[src/rtl/timer_pkg.sv]
// Shared encodings and constants for the countdown timer controller.
package timer_pkg;

  typedef enum logic [2:0] {
    IDLE  = 3'd0,
    ENTRY = 3'd1,
    LOAD  = 3'd2,
    RUN   = 3'd3,
    PAUSE = 3'd4,
    DONE  = 3'd5
  } state_t;

  localparam logic [3:0] MAX_SEC_TENS = 4'd5;
  localparam logic [3:0] MAX_BCD      = 4'd9;

  // Preset layout: {min, sec_tens, sec_ones}, one BCD digit per field
  localparam int DIGIT_W      = 4;
  localparam int SEC_ONES_LSB = 0;
  localparam int SEC_TENS_LSB = 4;
  localparam int MIN_LSB      = 8;

endpackage

[src/rtl/bcd_preset_reg.sv]
// Three-digit keypad shift register: filters non-BCD codes, drops the oldest
// digit on each new key and flags whether the value is a usable preset.
module bcd_preset_reg
  import timer_pkg::*;
(
  input  logic        clk,
  input  logic        rst,
  input  logic        sync_clr,
  input  logic        shift_en,
  input  logic [3:0]  digit,
  output logic [11:0] preset,
  output logic        digit_ok,
  output logic        valid
);

  logic [11:0] preset_reg;

  assign digit_ok = (digit <= MAX_BCD);

  always_ff @(posedge clk or posedge rst) begin
    if (rst) begin
      preset_reg <= '0;
    end else if (sync_clr) begin
      preset_reg <= '0;
    end else if (shift_en && digit_ok) begin
      preset_reg <= {preset_reg[MIN_LSB-1:SEC_ONES_LSB], digit};
    end
  end

  assign preset = preset_reg;
  assign valid  = (preset_reg != '0) &&
                  (preset_reg[SEC_TENS_LSB +: DIGIT_W] <= MAX_SEC_TENS);

endmodule

[src/rtl/timer_ctrl.sv]
// Countdown timer control FSM: keypad preset entry, load/run/pause/clear of the
// BCD chain. Optional alarm hold of `done` when TIMER_ALARM_EN is defined.
module timer_ctrl
  import timer_pkg::*;
#(
  parameter int ALARM_CYCLES = 8
) (
  input  logic        clk,
  input  logic        clear,
  input  logic        tick,
  input  logic        key_valid,
  input  logic [3:0]  key_digit,
  input  logic        start,
  input  logic        stop_clear,
  input  logic        door_closed,
  input  logic        cnt_zero,
  output logic [11:0] preset,
  output logic        cnt_load,
  output logic        cnt_en,
  output logic        cnt_clearn,
  output logic        mag_on,
  output logic        done,
  output logic [2:0]  state_o
);

  state_t state_reg, state_next;
  logic   clr_req, shift_en, digit_ok, preset_valid;
  logic   alarm_last, early_exit;
  logic   cnt_load_reg, cnt_clearn_reg, mag_on_reg, done_reg;

  bcd_preset_reg u_preset (
    .clk      (clk),
    .rst      (clear),
    .sync_clr (clr_req),
    .shift_en (shift_en),
    .digit    (key_digit),
    .preset   (preset),
    .digit_ok (digit_ok),
    .valid    (preset_valid)
  );

  always_comb begin
    state_next = state_reg;
    clr_req    = 1'b0;
    shift_en   = 1'b0;
    case (state_reg)
      IDLE, ENTRY: begin
        if (stop_clear) begin
          clr_req    = 1'b1;
          state_next = IDLE;
        end else if (start && door_closed && preset_valid) begin
          state_next = LOAD;
        end else if (key_valid) begin
          shift_en = 1'b1;
          if (digit_ok) state_next = ENTRY;
        end
      end
      LOAD: begin
        if (stop_clear) begin
          clr_req    = 1'b1;
          state_next = IDLE;
        end else begin
          state_next = RUN;
        end
      end
      RUN: begin
        if (stop_clear || !door_closed) state_next = PAUSE;
        else if (cnt_zero)              state_next = DONE;
      end
      PAUSE: begin
        if (stop_clear) begin
          clr_req    = 1'b1;
          state_next = IDLE;
        end else if (start && door_closed) begin
          state_next = RUN;
        end
      end
      DONE: begin
        if (alarm_last || early_exit) state_next = IDLE;
      end
      default: state_next = IDLE;
    endcase
  end

  // Registered outputs are decoded from the next state so they line up with it
  always_ff @(posedge clk or posedge clear) begin
    if (clear) begin
      state_reg      <= IDLE;
      cnt_load_reg   <= 1'b0;
      cnt_clearn_reg <= 1'b0;
      mag_on_reg     <= 1'b0;
      done_reg       <= 1'b0;
    end else begin
      state_reg      <= state_next;
      cnt_load_reg   <= (state_next == LOAD);
      cnt_clearn_reg <= !clr_req;
      mag_on_reg     <= (state_next == RUN);
      done_reg       <= (state_next == DONE);
    end
  end

`ifdef TIMER_ALARM_EN
  localparam int ALARM_W = $clog2(ALARM_CYCLES + 1);
  logic [ALARM_W-1:0] alarm_cnt_reg;

  always_ff @(posedge clk or posedge clear) begin
    if (clear) begin
      alarm_cnt_reg <= '0;
    end else if (state_reg != DONE) begin
      alarm_cnt_reg <= ALARM_W'(ALARM_CYCLES - 1);
    end else if (alarm_cnt_reg != '0) begin
      alarm_cnt_reg <= alarm_cnt_reg - 1'b1;
    end
  end

  assign alarm_last = (alarm_cnt_reg == '0);
  assign early_exit = stop_clear | key_valid;
`else
  // Pulse build: DONE always lasts one cycle, the alarm length is irrelevant
  assign alarm_last = (ALARM_CYCLES >= 0);
  assign early_exit = 1'b0;
`endif

  // A tick coinciding with a pause request must not reach the chain
  assign cnt_en     = (state_reg == RUN) & tick & door_closed & !stop_clear;
  assign cnt_load   = cnt_load_reg;
  assign cnt_clearn = cnt_clearn_reg;
  assign mag_on     = mag_on_reg;
  assign done       = done_reg;
  assign state_o    = state_reg;

endmodule

[config.mk]
export PLATFORM = sky130hd
export DESIGN_NAME = timer_ctrl
export DESIGN_NICKNAME = d
export VERILOG_FILES = /design/src/rtl/timer_pkg.sv /design/src/rtl/bcd_preset_reg.sv /design/src/rtl/timer_ctrl.sv
export SDC_FILE = /design/constraint.sdc
export NUM_CORES = 1
export LEC_CHECK = 0
export ABC_AREA = 0
export ABC_CLOCK_PERIOD_IN_PS = 1550
export CAP_MARGIN = 5
export CORE_MARGIN = 5
export CORE_UTILIZATION = 30
export DETAILED_ROUTE_END_ITERATION = 10
export PLACE_DENSITY = 0.66
export SETUP_SLACK_MARGIN = 0.3
export SYNTH_ARGS = -nofsm -noshare
export SYNTH_HDL_FRONTEND = slang
export SYNTH_SLANG_ARGS = --single-unit
[constraint.sdc]
create_clock -name clk -period 1.55 [get_ports clk]
set_clock_uncertainty 0.05 [all_clocks]
set_input_delay 0.465 -clock clk [delete_from_list [all_inputs] [get_ports clk]]
set_output_delay 0.465 -clock clk [all_outputs]
set_load 0.1 [all_outputs]
# Yosys cells after proc, flatten, opt, wreduce, memory -nomap -nowiden
# Cells that the tools add are included.
dict set report word_totals {
  latchBits 0
  romBits 0
  ramBits 0
  ff_bits 19
  memories 0
}
dict set report classes {
  n_shift 0
  div_mod_pow 0
  magnitude_cmp 2
  n_bitwise 3
  n_mux 18
  reduce_logical 13
  eq_ne 7
  multipliers 0
  n_addsub 0
}
# op count
set ops {}
lappend ops {{$mux W12} 2}
lappend ops {{$mux W3} 8}
lappend ops {{$eq A3 B2 Y1 const B} 4}
lappend ops {{$pmux W3 S4} 1}
lappend ops {{$reduce_bool A12 Y1} 1}
lappend ops {{$eq A3 B3 Y1 const B} 2}
lappend ops {{$mux W1} 6}
lappend ops {{$le A4 B3 Y1 const B} 1}
lappend ops {{$le A4 B4 Y1 const B} 1}
lappend ops {{$logic_and A1 B1 Y1} 4}
lappend ops {{$reduce_or A4 Y1} 1}
lappend ops {{$and A1 B1 Y1} 3}
lappend ops {{$eq A3 B1 Y1 const B} 1}
lappend ops {{$logic_not A1 Y1} 3}
lappend ops {{$logic_not A3 Y1} 1}
lappend ops {{$mux W2} 1}
lappend ops {{$reduce_bool A2 Y1} 1}
lappend ops {{$reduce_or A2 Y1} 1}
lappend ops {{$logic_or A1 B1 Y1} 1}

# Logic depth before layout (Yosys ltp)
dict set report depth {
  word_depth 9
  ltp_mapped 6
}

# Modules after synthesis
# A second synthesis with hierarchy kept.
dict set report hier_totals {
  cells_unflattened 75
  hier_area_um2 868.3
}
# module seq_area_each_um2 n_inst cells_each area_each_um2
set modules_own_cells {}
lappend modules_own_cells {bcd_preset_reg 300.3 1 35 488.0}
lappend modules_own_cells {timer_ctrl 175.2 1 40 380.4}

# Worst setup path after synthesis
# OpenSTA, ideal clock, no wires.
dict set report synth_path {
  kind {reg-to-output}
  from {reg state_reg[1], in the netlist state_o[1]}
  to {out cnt_en}
  arrival_time_ps 3394
  required_time_ps 1035
  path_buffers 0
  stages_incl_launch_ff 3
  path_slack_ps -2359
  path_cell_list {dfrtp_1 > nand3b_1 > nor3_1}
}
dict set report synth_via {
  elab_chain_len 4
}
# element line_no
set synth_rtl {}
lappend synth_rtl {{start, declared} timer_ctrl.sv:26} ;# state_t state_reg, state_next;
lappend synth_rtl {{start signal, assigned} timer_ctrl.sv:94} ;# state_reg <= state_next;
lappend synth_rtl {{$eq A3 B2 Y1} timer_ctrl.sv:125} ;# assign cnt_en = (state_reg == RUN) & tick & door_closed & !stop_clear;
lappend synth_rtl {{$and A1 B1 Y1 (3 in a row)} timer_ctrl.sv:125}
lappend synth_rtl {{end, declared} timer_ctrl.sv:19} ;# output logic cnt_en,
# No other way between the ends.

# Worst setup path in the final report
dict set report layout_path {
  from {reg state_reg[2], in the netlist state_o[2]}
  to {out cnt_en}
}
# The elaborated chain is that of the path after synthesis.

==> summary.txt <==
Synthesis
  • Synth area leader: dfrtp_1
  • Mapped Nets: 99
  • Main combinational cell family by area after synthesis: simple AND/OR/NAND/NOR gates
  • Synth Area in Adders: 0
  • Synth Area in XOR/XNOR: 0
  • Post-synthesis async set-or-reset flop share: 1.00
  • Post-synthesis mux area share: 0.132
  • Cell variety after synth: 27
  • Most frequent cell after synthesis: dfrtp_1
  • Top cells by area, synth: dfrtp_1 (52%), mux2i_1 (13%), nand2_1 (6.2%)
  • Synth top area share: 0.521
  • Yosys reg bits: 19
  • Post-synth EDFFs: 0
  • Top cells by count, synth: dfrtp_1 (19), nand2_1 (15), mux2i_1 (12)
  • Complex-gate fraction of the synthesized area: 0.119
  • Cells after Synth: 87
  • Synth Area per Inst: 10.5 um2
  • Main synth FF type: dfrtp_1
  • Simple-Gate Fraction of Synth Area: 0.175
  • Synthesized cell area: 913 um2
  • Yosys Warn Count: 0
  • Register area share after synthesis: 0.521

Floorplanning
  • Core area: 2980 um2
  • Top Ports: 32
  • Rows: 20
  • Initial Util: 0.307
  • Die Ht: 65.2 um
  • Die Area: 4250 um2
  • Die width: 65.2 um

CTS
  • CTS tree: yes
  • Clock sink count: 19
  • Clock slew at reported path FFs: 110 ps
  • Clock Latency Late Sink: 300 ps
  • CTS Root Cell: clkbuf_4
  • Inserted Clock Buffers: 3
  • H-tree lvl count: 1
  • CTS max path bufs: 2

Critical path
  • CP Data Arrival Time: 1380 ps
  • Critical path cell sequence: nand3b_1, nor3_4, buf_12
  • Crit Path Max Fanout: 2
  • CP startpoint: state_o[2]
  • CP endpoint kind: output pin
  • Critical Path Max Stage Delay: 480 ps
  • R2R Path Start: state_o[2]
  • WS Path Type: flip-flop to output pin
  • Reg2Reg Depth: 8
  • CP startpoint kind: flip-flop
  • Critical Path RT: 1030 ps
  • Slowest cell on the critical path: dfrtp_4

Routing
  • Remaining DRCs: 0
  • Total Wirelength: 2700 um
  • Initial DRC Count: 29
  • Routed wire per std cell: 14.7 um
  • Antenna Nets Post-Route: 0
  • Avg Vias per Cell: 4.91
  • DR pass1 iterations: 4
  • Vias post-DR: 898

Pwr
  • Comb pwr share: 0.490
  • Clock share of power: 0.154
  • Leak Pwr: 0.900 nW
  • Pwr per Cell Area: 827 nW/um2
  • Psw: 0.613 mW
  • Pwr Total: 1.62 mW
  • Int Pwr: 1.00 mW
  • VDD IR max: 477 uV
  • Switching Fraction: 0.379
  • Power share of the sequential group: 0.357

Layout
  • Antenna cells: 0
  • Final core occ: 0.656
  • Max reg flops: 12
  • # fillers: 238
  • Layout cells sized above 1: 0.627
  • Synthesis-to-finish area growth: 114%
  • Finished Cell Area: 1950 um2
  • Nets: 163

Global routing
  • GRT Residual Overflow: 0
  • Vias in the first global route: 933
  • Initial antenna violation count: 0
  • Overall Global Routing Usage: 0.132
  • Global-route wire length before repair: 4240 um
  • Largest net degree at the start of global routing: 20

Timing
  • Peak Freq: 0.527 GHz
  • Setup slack after layout: -348 ps
  • Slew @ Worst Pin: 313 ps
  • Final setup violating endpoints: 25
  • Slew Viols, Final: 0
  • Period utilization: 1.22
  • Slew headroom: 0.791
  • Final Critical Period: 1900 ps
  • RSZ-0062 raised after global routing: true
  • Hold slack: 433 ps
  • Hold Vio Cnt, Final: 0

Run
  • Number of max-cap violations: 0

Status
  • Failing checks: setup timing
  • Status: complete, but fails checks

Placement
  • I/O Buffers: 31
  • Gp weighted congestion: 0.863
  • Placed cell area: 1650 um2
  • HPWL after DPL: 1800 um
  • Setup WS pre-CTS: -522 ps

Min path
  • Min-delay worst type: input port to async pin
==> metrics by stage <==
stage	TNS (ps)	std cells
floorplan	-2060	87
global placement	-7920	166
detailed placement	-8820	166
CTS	-2650	180
global route	-5600	183
finish	-4310	183
==> worst paths after layout <==
kind                                 endpoint  slack [ps]
setup / recovery                       cnt_en        -350
hold / removal                       cnt_load         430
setup reg to reg           u_preset.preset[1]        -260
hold reg to reg            u_preset.preset[9]         560
max in group asynchronous  u_preset.preset[3]         790
min in group clk           u_preset.preset[9]         560
==> per-layer routing <==
metal | wire [um] | global-route usage
met1 | 1090 | 0.157
met2 | 1440 | 0.224
met3 | 125 | 0.0256
met4 | 43 | 0.0699
met5 | 0 | 0
==> power groups by stage <==
stage	Clock [mW]	Combinational, mW	Sequential (mW)
3_3_place_gp	0	0.617	0.584
3_5_place_dp	0	0.624	0.584
4_1_cts	0.264	0.741	0.576
2_1_floorplan	0	0.131	0.806
6_report	0.249	0.791	0.576
5_1_grt	0.287	0.826	0.583
==> worst max-delay path: cells and delay by family, from the launching register on <==
family | cells | cell delay [ps]
flip-flops | 1 | 480
buffers and inverters | 1 | 200
AND/OR/NAND/NOR | 2 | 400
==> layout by cell type, fill, tap and decap left out, drive strengths merged <==
cell            n
nand2          15
dlygate4sd2     4
nand3b          1
a21o            2
nor2            4
clkdlybuf4s50   7
nor4b           1
o21ai           4
nor3            3
a21boi          2
nor4            2
a211o           1
inv             6
buf            50
o22ai           1
mux2i          12
o221ai          1
or3             1
or2             1
dfrtp          19
o21bai          1
and3            2
a21oi           2
nor2b           1
clkinv          1
o211ai          1
or4b            1
clkbuf          4
==> kinds of logic (layout without fill, tap and decap cells) <==
family / Yosys count / after routing
compound gates: 15 / 15
buf+inv: 9 / 72
flops: 19 / 19
mux: 12 / 12
simple gates: 32 / 32
==> timing repair <==
item,in CTS,in global routing
hold buffers,0,0
setup endpoints to repair,39,39
resized for setup,30,15
buffers inserted,9,2
pin swaps,12,9
gates cloned,1,1
==> final cells by class <==
| class | count | area (um2) | area share |
|---|---|---|---|
| Multi-Input combinational cell | 59 | 510 | 0.261 |
| Inverter | 6 | 22.5 | 0.0115 |
| Sequential cell | 19 | 524 | 0.268 |
| Clock inverter | 1 | 5.00 | 0.00256 |
| Timing Repair Buffer | 62 | 828 | 0.424 |
| Tap cell | 33 | 41.3 | 0.0211 |
| Clock buffer | 3 | 22.5 | 0.0115 |
Note: power is estimated with default switching activity, not from simulation.
